### config.mk
export PLATFORM = sky130hd
export DESIGN_NAME = div_seq_4bit_flat
export DESIGN_NICKNAME = d
export VERILOG_FILES = /design/src/rtl/div_seq_4bit_if.sv /design/src/rtl/div_seq_4bit.sv /design/src/flat_wrapper.sv
export SDC_FILE = /design/constraint.sdc
export NUM_CORES = 1
export LEC_CHECK = 0
export BUFFER_PORTS_ARGS = -buffer_cell sky130_fd_sc_hd__buf_2
export CAP_MARGIN = 20
export CORE_MARGIN = 2
export CORE_UTILIZATION = 46
export DETAILED_ROUTE_END_ITERATION = 10
export PLACE_DENSITY = 0.72
export SYNTH_ARGS = -nofsm -noshare
export SYNTH_HDL_FRONTEND = slang
export SYNTH_SLANG_ARGS = --single-unit
### constraint.sdc
create_clock -name clk -period 2.98 [get_ports clk]
set_clock_uncertainty 0.15 [all_clocks]
set_input_delay 0.298 -clock clk [delete_from_list [all_inputs] [get_ports clk]]
set_output_delay 0.298 -clock clk [all_outputs]
set_load 0.01 [all_outputs]
### src/rtl/div_seq_4bit_if.sv
// Request/response bundle for the sequential restoring divider.
// Handshake: the requester raises start with A/B valid; the divider takes them
// on the first rising edge where it is idle and ignores start otherwise.
// Results are valid in the single cycle where done is high and stay stable
// until the next accepted start.
interface div_seq_4bit_if #(
    parameter int WIDTH = 4
) ();
    logic             start;
    logic [WIDTH-1:0] A;
    logic [WIDTH-1:0] B;
    logic [WIDTH-1:0] Quotient;
    logic [WIDTH-1:0] Remainder;
    logic             busy;
    logic             done;
    logic             div_by_zero;
    logic [1:0]       state_dbg;

    // Requester side
    modport master (
        output start, A, B,
        input  Quotient, Remainder, busy, done, div_by_zero, state_dbg
    );

    // Divider side
    modport slave (
        input  start, A, B,
        output Quotient, Remainder, busy, done, div_by_zero, state_dbg
    );
endinterface

### src/rtl/div_seq_4bit.sv
// Sequential unsigned restoring divider: one shift and one trial subtraction
// per clock, WIDTH iterations per division. Divide by zero skips the
// iterations and reports all-ones quotient with the dividend as remainder.
module div_seq_4bit #(
    parameter int WIDTH = 4
) (
    input  logic               clk,
    input  logic               reset_n,
    div_seq_4bit_if.slave      bus
);
    localparam int CW = $clog2(WIDTH + 1);

    typedef enum logic [1:0] {
        IDLE = 2'd0,
        RUN  = 2'd1,
        DONE = 2'd2
    } state_t;

    state_t           state;
    state_t           next_state;

    logic [CW-1:0]    cnt;
    logic [WIDTH-1:0] rem_q;      // partial remainder
    logic [WIDTH-1:0] dvd_q;      // dividend bits shifting out, quotient bits shifting in
    logic [WIDTH-1:0] dsr_q;      // latched divisor
    logic [WIDTH-1:0] quo_out;
    logic [WIDTH-1:0] rem_out;
    logic             dbz_q;

    logic             accept;
    logic             last_iter;
    logic [WIDTH:0]   shifted;
    logic [WIDTH:0]   trial;
    logic             q_bit;
    logic [WIDTH-1:0] rem_next;
    logic [WIDTH-1:0] dvd_next;

    assign accept    = (state == IDLE) && bus.start;
    assign last_iter = (cnt == CW'(WIDTH - 1));

    // One restoring step: the partial remainder stays below the divisor, so the
    // shifted value minus the divisor fits in WIDTH+1 bits and its top bit is
    // the sign that selects restore.
    always_comb begin
        shifted  = {rem_q, dvd_q[WIDTH-1]};
        trial    = shifted - {1'b0, dsr_q};
        q_bit    = ~trial[WIDTH];
        rem_next = q_bit ? trial[WIDTH-1:0] : shifted[WIDTH-1:0];
        dvd_next = {dvd_q[WIDTH-2:0], q_bit};
    end

    // State register
    always_ff @(posedge clk or negedge reset_n) begin
        if (!reset_n) begin
            state <= IDLE;
        end else begin
            state <= next_state;
        end
    end

    // Next-state logic: zero divisor bypasses RUN, DONE always lasts one cycle
    always_comb begin
        next_state = state;
        case (state)
            IDLE: begin
                if (bus.start) begin
                    next_state = (bus.B != '0) ? RUN : DONE;
                end
            end
            RUN: begin
                if (last_iter) begin
                    next_state = DONE;
                end
            end
            DONE:    next_state = IDLE;
            default: next_state = IDLE;
        endcase
    end

    // Datapath: latch operands on accept, iterate in RUN, publish on the last step
    always_ff @(posedge clk or negedge reset_n) begin
        if (!reset_n) begin
            cnt     <= '0;
            rem_q   <= '0;
            dvd_q   <= '0;
            dsr_q   <= '0;
            quo_out <= '0;
            rem_out <= '0;
            dbz_q   <= 1'b0;
        end else if (accept) begin
            cnt   <= '0;
            rem_q <= '0;
            dvd_q <= bus.A;
            dsr_q <= bus.B;
            dbz_q <= (bus.B == '0);
            if (bus.B == '0) begin
                quo_out <= '1;
                rem_out <= bus.A;
            end
        end else if (state == RUN) begin
            rem_q <= rem_next;
            dvd_q <= dvd_next;
            cnt   <= cnt + CW'(1);
            if (last_iter) begin
                quo_out <= dvd_next;
                rem_out <= rem_next;
            end
        end
    end

    assign bus.Quotient    = quo_out;
    assign bus.Remainder   = rem_out;
    assign bus.div_by_zero = dbz_q;
    assign bus.busy        = (state == RUN);
    assign bus.done        = (state == DONE);
    assign bus.state_dbg   = state;
endmodule

### src/flat_wrapper.sv
// flat-port wrapper written by rule: the top's interface ports become plain ports
module div_seq_4bit_flat 
#(
    parameter int WIDTH = 4
)
  (clk, reset_n, bus_start, bus_A, bus_B, bus_Quotient, bus_Remainder, bus_busy, bus_done, bus_div_by_zero, bus_state_dbg);
  div_seq_4bit_if #(.WIDTH(WIDTH)) bus_i ();
  input  logic clk;
  input  logic reset_n;
  input wire logic [$bits(bus_i.start)-1:0] bus_start;
  input wire logic [$bits(bus_i.A)-1:0] bus_A;
  input wire logic [$bits(bus_i.B)-1:0] bus_B;
  output wire logic [$bits(bus_i.Quotient)-1:0] bus_Quotient;
  output wire logic [$bits(bus_i.Remainder)-1:0] bus_Remainder;
  output wire logic [$bits(bus_i.busy)-1:0] bus_busy;
  output wire logic [$bits(bus_i.done)-1:0] bus_done;
  output wire logic [$bits(bus_i.div_by_zero)-1:0] bus_div_by_zero;
  output wire logic [$bits(bus_i.state_dbg)-1:0] bus_state_dbg;
  assign bus_i.start = bus_start;
  assign bus_i.A = bus_A;
  assign bus_i.B = bus_B;
  assign bus_Quotient = bus_i.Quotient;
  assign bus_Remainder = bus_i.Remainder;
  assign bus_busy = bus_i.busy;
  assign bus_done = bus_i.done;
  assign bus_div_by_zero = bus_i.div_by_zero;
  assign bus_state_dbg = bus_i.state_dbg;
  div_seq_4bit #(.WIDTH(WIDTH)) u_core (.clk(clk), .reset_n(reset_n), .bus(bus_i));
endmodule
==> results of run 1 <==
## registers in the layout, indices dropped and copies added (netlist names)
name and count:
u_core.dvd_q 4, u_core.dsr_q 4, u_core.bus.Remainder 4, u_core.cnt 3, u_core.bus.state_dbg 2, u_core.rem_q 4, u_core.bus.Quotient 4, u_core.bus.div_by_zero 1
## timing repair
action	4_1_cts	5_1_grt
endpoints found under the setup margin	0	0
hold buffers	1	0
buffers inserted	0	0
hold endpoints to repair	26	0
## routing by layer
layer / track usage / part of all wire
met1: 0.277 / 0.49
met2: 0.302 / 0.47
met3: 0.0198 / 0.035
met4: 0.0498 / 0.0094
met5: 0 / 0
## final timing paths
| kind | slack (ns) | startpoint | to |
|---|---|---|---|
| setup / recovery | 0.52 | u_core.dvd_q[3] | u_core.rem_q[2] |
| hold / removal | 0.04 | bus_B[0] | u_core.dsr_q[0] |
| setup reg to reg | 0.52 | u_core.dvd_q[3] | u_core.rem_q[2] |
| hold reg to reg | 0.35 | u_core.bus.Quotient[1] | u_core.bus.Quotient[1] |
| max in group asynchronous | 1.94 | reset_n | u_core.bus.div_by_zero |
| min in group asynchronous | 0.35 | reset_n | u_core.dvd_q[0] |
## logic make-up (layout without fill, tap and decap cells)
kind of cell | count (synthesis) | count (layout) | synth area share
simple gates | 52 | 52 | 0.190
compound gates | 32 | 32 | 0.160
flops | 26 | 26 | 0.477
buf+inv | 12 | 36 | 0.0413
fa+ha+maj | 7 | 7 | 0.0697
xor+xnor | 4 | 4 | 0.0312
mux | 4 | 4 | 0.0312
## where the power goes
part	total (mW)	internal [mW]	leakage (nW)	switching [mW]
combinational	1.12	0.494	0.394	0.625
sequential	0.660	0.525	0.311	0.135
clock	0.239	0.136	0.0279	0.103
total	2.02	1.16	0.734	0.863
## cell type report
cell class / count / area share
inverters: 7 / 0.0169
clock buffers: 3 / 0.0145
well taps: 31 / 0.0249
flip-flops and latches: 26 / 0.418
clock inverters: 1 / 0.0193
repair buffers: 25 / 0.0851
multi-input cells: 99 / 0.422
## worst reg2reg max path: stages, from the launching register on
cell and delay (ns):
dfrtp_1 0.39, inv_1 0.07, ha_1 0.20, fa_1 0.41, nand2b_1 0.20, a21oi_4 0.25, xor2_2 0.28, mux2i_1 0.29
a21oi_1 0.10
## cell usage in the layout (no fill, tap or decap), drive strengths merged, types with 3 or more instances in the layout
| cell type | n |
|---|---|
| nand2b | 6 |
| ha | 6 |
| inv | 7 |
| dfrtp | 26 |
| o21ai | 15 |
| a21oi | 6 |
| clkbuf | 3 |
| o22a | 4 |
| nand3 | 4 |
| nor3 | 3 |
| nand2 | 25 |
| buf | 24 |
| nor2 | 7 |
==> run metrics, run 1 <==
status finished clean; PortBufs 23; via/cell ratio 5.57; Yosys cell types 34; largest net degree at the start of global routing 27; vias in the first global route 1,069; Synth Area per Inst 9.95 sq um; number of synthesized flops with an enable pin 0; finished layout cell area 0.00156 sq mm; WP buf/inv 1; CTS tree yes; Max Cap Viol 0; worst path required time 3.03 ns; Final Hold Vio Count 0; first-pass GRT wire length 4960 microns; placed insts 187; Power Total 2.02 mW; Max Fclk 406 MHz; Yosys top cell by area dfrtp_1; top_reg_cell synth dfrtp_1; global route total overflow 0; antenna cells 0; FF-to-FF path depth 8; Fillers 252; Data arrival, critical path 2.51 ns; Die Wd 58.5 microns; row count 19; GRT Resource Usage Total 0.189; clock-pin slew of the registers on the worst-case setup and hold paths 0.13 ns; clk sink count 26; crit-path cells inv_1 > ha_1 > fa_1 > nand2b_1 > a21oi_4 > xor2_2 > mux2i_1 > a21oi_1; initial antenna violation count 0; pre-CTS setup slack 0.538 ns; top post-synthesis cells by area dfrtp_1 48%, nand2_1 6.9%, ha_1 5.5%; critical path depth in cells 8; Initial Util 0.490; routability cong. 0.842; setup TNS 0 ns; part of the Yosys area used for sequential elements 0.477; num ports 24; post-synth top area share 0.477; die area 0.00342 sq mm; family with the most delay on the worst path adder cells; top-count cell post-synth dfrtp_1; cell area after synthesis 0.00136 sq mm; Multi-input gate area 657 sq um; Hold/Removal Path Class in -> reg; fin cells 192; critical path capture point type flip-flop; Worst Hold Depth 3; H-tree Lvls 1; FF+latch area 651 sq um; CTS root buf clkbuf_4; Cells after Synth 137; startpoint types flip-flop; Area Overhead vs Synth 14.2%; #FFs+latches synth 26; setup repair after global routing missed its margin no; Via Count 1,070; WS Path Type reg -> reg; Core Footprint 0.00278 sq mm; Crit Path Max Fanout 6; Final nets 180; commonest cells in the netlist 26 x dfrtp_1, 25 x nand2_1, 13 x o21ai_0; VDD IR max 0.772 mV; DRT antenna net count 0; total power divided by cell area 1300 mW/mm^2; Max clock buf depth 2; fin crit share 0.826; drt wl/cell 14.4 microns; Crit-path slowest cell fa_1; Core Util, Final 0.560; Max-slew headroom 0.472; Min Clock Period, post-route 2.46 ns; Initial DRC Count 28; placed cell areas 0.00150 sq mm; post-cts resize count 0; DRT Pass-1 Iters 4; Async S/R FF share, synth 1.00; Hold Worst Slack 0.0413 ns; Skew-Pair Late Insertion Delay 0.32 ns; max-slew violations 0; PnR worst setup slack 0.517 ns; Post-Route WL 2760 microns; slew of the pin with the lowest slew margin 0.789 ns; CP peak stage delay 0.41 ns; syn_nets 155; TritonCTS Buffers 3; yosys warns 0; die span in y 58.5 microns; final setup vio count 0; DR DRC count 0; Lkg Pwr 0.734 nW; hpwl dp 1990 microns; share of cells above drive strength 1 0.236
No activity file was read; power rests on OpenSTA's default activity.
==> run 2: changes to the inputs <==
Settings changed: ABC_AREA from default to 1, PLACE_DENSITY 0.72 to 0.74.
Clock period 2.98 ns to 2 ns, I/O delays scaled along.
==> run metrics, run 2 <==
status finished clean; Min Clock Period, post-route 1.93 ns (-0.529 ns); reg2reg start u_core.dvd_q[3]; Via Count 1,216 (+14%); Worst Hold Depth 3 (unchanged); antenna cells 0 (unchanged); Max Cap Viol 0 (unchanged); top post-synthesis cells by area dfrtp_1 46%, nand2_1 10%, inv_1 7.7%; Final nets 227 (+26%); final setup vio count 0 (unchanged); Die Wd 59.3 microns (+1.4%); fin crit share 0.967 (+0.141); share of cells above drive strength 1 0.293 (+0.0572); CTS root buf clkbuf_4; number of synthesized flops with an enable pin 0 (unchanged); WS Path Type reg -> reg; Synth Area per Inst 8.13 sq um (-18%); die span in y 59.3 microns (+1.4%); largest net degree at the start of global routing 27 (unchanged); Crit Path Max Fanout 6 (unchanged); Async S/R FF share, synth 1.00 (unchanged); commonest cells after routing, fill and taps aside 34 x nand2_1, 27 x inv_1, 26 x dfrtp_1, 23 x buf_2, 14 x nor2_1; FF-to-FF path depth 12 (+4); Initial Util 0.472 (-0.0181); #FFs+latches synth 26 (unchanged); max-slew violations 0 (unchanged); FF+latch area 651 sq um (unchanged); H-tree Lvls 1 (unchanged); Seq pwr share 0.287 (-0.040); PortBufs 23 (unchanged); DRT antenna net count 0 (unchanged); row count 20 (+1); placed cell areas 0.00157 sq mm (+4.9%); Max-slew headroom 0.609 (+0.137); Multi-input gate area 683 sq um (+4.0%); DR DRC count 0 (unchanged); Fillers 266 (+5.6%); post-synth top area share 0.463 (-0.0144); global route total overflow 0 (unchanged); total power divided by cell area 1820 mW/mm^2 (+40%); fin cells 241 (+26%); syn_nets 191 (+23%); Data arrival, critical path 2.06 ns (-0.45 ns); worst r2r dst u_core.bus.Remainder[0]; vias in the first global route 1,160 (+8.5%); Yosys cell types 24 (-29%); clock-pin slew of the registers on the worst-case setup and hold paths 0.14 ns (about the same); CTS tree yes; startpoint types flip-flop; cell area after synthesis 0.00141 sq mm (+3.1%); routability cong. 0.849 (+0.83%); Yosys top cell by area dfrtp_1; top-count cell post-synth nand2_1; hpwl dp 2140 microns (+7.7%); most common cell after layout, fill and taps aside nand2_1; slew of the pin with the lowest slew margin 0.587 ns (-0.202 ns); setup repair after global routing missed its margin yes; PnR worst setup slack 0.0660 ns (-0.451 ns); Switch Pwr 1.48 mW (+72%); clock network power share 0.111 (-0.007); setup TNS 0 ns (unchanged); Hold/Removal Path Class in -> reg; switching share of power 0.461 (+0.0334); Combinational Power Share 0.601 (+0.046); placed insts 229 (+22%); Area Overhead vs Synth 25.4%; DRT Pass-1 Iters 4 (unchanged); Max Fclk 517 MHz (+27%); TritonCTS Buffers 3 (unchanged); Core Footprint 0.00298 sq mm (+7.1%); GRT Resource Usage Total 0.193 (+0.00385); num ports 24 (unchanged); initial antenna violation count 0 (unchanged); Lkg Pwr 0.955 nW (+30%); yosys warns 0 (unchanged); finished layout cell area 0.00176 sq mm (+13%); Initial DRC Count 23 (-18%); top_reg_cell synth dfrtp_1; Post-Route WL 3110 microns (+13%); Final Hold Vio Count 0 (unchanged); Skew-Pair Late Insertion Delay 0.32 ns (about the same); critical path capture point type flip-flop; part of the Yosys area used for sequential elements 0.463 (-0.0144); commonest cells in the netlist 38 x nand2_1, 29 x inv_1, 26 x dfrtp_1; worst path required time 2.12 ns (-0.91 ns); Worst Hold End u_core.dvd_q[0]; hold_sp bus_A[0]; Max clock buf depth 2 (unchanged); flop2flop setup slack 0.07 ns (-0.45 ns); Power Total 3.21 mW (+59%); Cells after Synth 173 (+26%); die area 0.00352 sq mm (+2.9%); pre-CTS setup slack 0.0154 ns (-0.522 ns); first-pass GRT wire length 5100 microns (+2.8%); internal power 1.73 mW (+50%); drt wl/cell 12.9 microns (-10%); VDD IR max 0.937 mV (+21%); clk sink count 26 (unchanged); via/cell ratio 5.05 (-9.5%)
==> run 2: changes by cell type after synthesis, moves of 4 or more <==
cell | previous run | this run
o21ai_0 | 13 | 6
nand3_1 | 4 | 19
nand2_1 | 25 | 38
o221ai_1 | 0 | 4
o22a_1 | 4 | 0
nand2b_1 | 6 | 0
nor2_1 | 7 | 14
inv_2 | 0 | 5
inv_1 | 7 | 29
or2_1 | 0 | 4
==> run 2: logic make-up after synthesis <==
logic type | share of synthesized area
buffers and inverters | 0.101
adder cells (fa/ha/maj) | 0.0676
XOR/XNOR | 0.00623
flip-flops | 0.463
AND/OR/NAND/NOR | 0.278
AO/OA/AOI/OAI | 0.0836
==> run 2: metrics by stage <==
step / utilization / hold slack, ns
6_report: 0.592 / 0.0449
5_1_grt: 0.592 / 0.0384
4_1_cts: 0.562 / 0.0407
3_5_place_dp: 0.527 / 0.0808
3_3_place_gp: 0.527 / 0.0755
2_1_floorplan: - / -0.246
==> run 2: how the worst max path moves through the flow <==
stage	start	endpoint	slack (ns)	cells after the start
2_1_floorplan	u_core.dsr_q[0]	u_core.bus.Remainder[3]	0.18	10
4_1_cts	u_core.dvd_q[3]	u_core.bus.Remainder[1]	0.006	12
5_1_grt	u_core.dvd_q[3]	u_core.rem_q[0]	-0.08	12
3_5_place_dp	u_core.dvd_q[3]	u_core.bus.Remainder[3]	0.02	11
6_report	u_core.dvd_q[3]	u_core.bus.Remainder[0]	0.07	12
3_3_place_gp	u_core.dvd_q[3]	u_core.bus.Remainder[3]	0.08	11
==> run 2: layer usage <==
| layer | global-route usage | wire (microns) | part of all wire |
|---|---|---|---|
| met1 | 0.252 | 1360 | 0.44 |
| met2 | 0.336 | 1650 | 0.53 |
| met3 | 0.0197 | 68 | 0.022 |
| met4 | 0.0584 | 25 | 0.0080 |
| met5 | 0 | 0 | 0 |
==> run 2: worst max-delay path: stages, from the launching register on <==
cell and delay (ns):
dfrtp_1 0.42, inv_2 0.06, ha_4 0.16, fa_2 0.36, inv_2 0.07, nand2_1 0.07
nand2_2 0.09, nand3_2 0.08, nand2_4 0.10, nand3_2 0.11, nand3_1 0.11, nand2_1 0.05
inv_1 0.04
==> run 2: power groups by stage <==
stage / clock, mW / combinational [mW] / sequential [mW]
finish: 0.358 / 1.93 / 0.923
global placement: 0 / 1.64 / 0.914
global route: 0.395 / 2.19 / 0.954
CTS: 0.365 / 1.69 / 0.911
floorplan: 0 / 1.19 / 0.946
detailed placement: 0 / 1.65 / 0.925
==> run 2: layout make-up <==
cell class | count | share of cell area
flip-flops and latches | 26 | 0.369
clock buffers | 3 | 0.0128
inverters | 35 | 0.0759
repair buffers | 33 | 0.115
multi-input cells | 110 | 0.387
clock inverters | 1 | 0.0170
well taps | 33 | 0.0234
==> run 2: what timing repair did <==
item / in CTS / in global routing
endpoints found under the setup margin: 6 / 10
pin swaps: 0 / 7
gates cloned: 0 / 0
resized for setup: 1 / 17
hold endpoints to repair: 30 / 0
buffers inserted: 0 / 3
hold buffers: 5 / 0
==> run 3: changes to the inputs <==
==> constraint.sdc (replaced) <==
create_clock -name clk -period 2 [get_ports clk]
set_clock_uncertainty 0.15 [all_clocks]
set_input_delay 0.3 -clock clk [delete_from_list [all_inputs] [get_ports clk]]
set_output_delay 0.3 -clock clk [all_outputs]
set_load 0.01 [all_outputs]
==> run metrics, run 3 (synthesis gave the netlist of run 2 again) <==
Post-Route WL 2990 microns (-3.8%); Final nets 223 (-1.8%); critical path capture point type flip-flop; Max Fclk 515 MHz (-0.41%); final setup vio count 0 (unchanged); Max clock buf depth 2 (unchanged); clk sink count 26 (unchanged); CTS tree yes; Power Total 3.21 mW (about the same); status finished clean; via/cell ratio 5.09 (+0.94%); Area Overhead vs Synth 22.6%; Top Metal Used met4; CP peak stage delay 0.42 ns (about the same); PnR worst setup slack 0.0580 ns (-0.00803 ns); Crit Path Max Fanout 4 (-2); hpwl dp 2140 microns (unchanged); antenna cells 0 (unchanged); Via Count 1,207 (-0.74%); WS Path Type reg -> reg; VDD IR max 0.958 mV (+2.3%); Hold Worst Slack 0.0778 ns (+0.0329 ns); Crit-path slowest cell dfrtp_1; Data arrival, critical path 2.07 ns (about the same); Max Cap Viol 0 (unchanged); finished layout cell area 0.00172 sq mm (-2.3%); vias in the first global route 1,145 (-1.3%); first-pass GRT wire length 4980 microns (-2.3%); drt wl/cell 12.6 microns (-2.1%); met2 wire length 1560 microns (-5.5%); PortBufs 23 (unchanged); Initial DRC Count 21 (-8.7%); fin crit share 0.971 (+0.00401); pre-CTS setup slack 0.0154 ns (unchanged); worst path required time 2.13 ns (about the same); placed cell areas 0.00157 sq mm (unchanged); H-tree Lvls 1 (unchanged); die area 0.00352 sq mm (unchanged); max-slew violations 0 (unchanged); Initial Util 0.472 (unchanged); DRT antenna net count 0 (unchanged); commonest cells after routing, fill and taps aside 34 x nand2_1, 27 x inv_1, 26 x dfrtp_1, 23 x buf_2, 14 x nor2_1; setup repair after global routing missed its margin yes; initial antenna violation count 0 (unchanged); DR DRC count 0 (unchanged); Skew-Pair Late Insertion Delay 0.32 ns (about the same); met1 WL 1310 microns (-3.5%); TritonCTS Buffers 3 (unchanged); total power divided by cell area 1860 mW/mm^2 (+2.3%); share of cells above drive strength 1 0.299 (+0.00575); Lkg Pwr 0.938 nW (-1.8%); row count 20 (unchanged); Max-slew headroom 0.616 (+0.00680); die span in y 59.3 microns (unchanged); Core Footprint 0.00298 sq mm (unchanged); crit-path cells inv_2 > ha_4 > fa_2 > inv_2 > nand2_1 > nand2_2 > nand3_2 > nand2_2 > nand3_1 > nand3_1 > nand2_1 > inv_1; slew of the pin with the lowest slew margin 0.576 ns (-0.0102 ns); CTS root buf clkbuf_4; Hold/Removal Path Class in -> reg; Die Wd 59.3 microns (unchanged); startpoint types flip-flop; routability cong. 0.849 (unchanged); clock-pin slew of the registers on the worst-case setup and hold paths 0.14 ns (about the same); GRT Resource Usage Total 0.187 (-0.00644); DRT Pass-1 Iters 4 (unchanged); setup TNS 0 ns (unchanged); DR WL met3 77 microns (+13%); most common cell after layout, fill and taps aside nand2_1; Min Clock Period, post-route 1.94 ns (+0.00803 ns); global route total overflow 0 (unchanged); Final Hold Vio Count 0 (unchanged); largest net degree at the start of global routing 27 (unchanged); num ports 24 (unchanged)
run 3: worst max-delay path, delay by kind of cell, from the launching register on:
family                     cells  cell delay [ns]
adders and majority gates      2             0.52
DFF                            1             0.42
and+or+nand+nor                7             0.62
buffers and inverters          3             0.17
run 3: final cells by class:
| class | instances | area [sq um] |
|---|---|---|
| Inverter | 35 | 134 |
| Tap cell | 33 | 41.3 |
| Timing Repair Buffer | 29 | 163 |
| Clock buffer | 3 | 22.5 |
| Fill cell | 272 | 1250 |
| Multi-Input combinational cell | 110 | 683 |
| Clock inverter | 1 | 30.0 |
| Sequential cell | 26 | 651 |
run 3: path summary, 6_finish.rpt:
check / startpoint / end / slack [ns] / cells past startpoint
worst max-delay path: u_core.dvd_q[3] / u_core.bus.Remainder[3] / 0.06 / 12
worst min-delay path: bus_B[3] / u_core.dsr_q[3] / 0.08 / 3
worst max register to register: u_core.dvd_q[3] / u_core.bus.Remainder[3] / 0.06 / 12
worst min register to register: u_core.cnt[0] / u_core.cnt[0] / 0.34 / 1
max in group asynchronous: reset_n / u_core.dvd_q[1] / 0.97 / 2
min in group asynchronous: reset_n / u_core.dsr_q[1] / 0.34 / 2
run 3: where the power goes:
group          switching, mW  internal (mW)
Clock                  0.154          0.203
Combinational           1.18          0.755
Sequential             0.150          0.768
run 3: stage by stage:
step | std cells | util
final | 237 | 0.579
after floorplan | 173 | -
after global routing | 237 | 0.579
after CTS | 234 | 0.549
after global placement | 229 | 0.527
after detailed placement | 229 | 0.527
run 3: what timing repair did:
| action | in CTS | in global routing |
|---|---|---|
| hold buffers | 1 | 0 |
| endpoints found under the setup margin | 6 | 10 |
| resized for setup | 1 | 17 |
| endpoints found under the hold margin | 26 | 0 |
| setup buffers | 0 | 3 |
| pin swaps | 0 | 7 |
run 3: routing by layer:
metal	up-vias	global-route usage
met5	-	0
met4	0	0.0584
li1	608	-
met1	571	0.243
met3	5	0.0197
met2	23	0.325
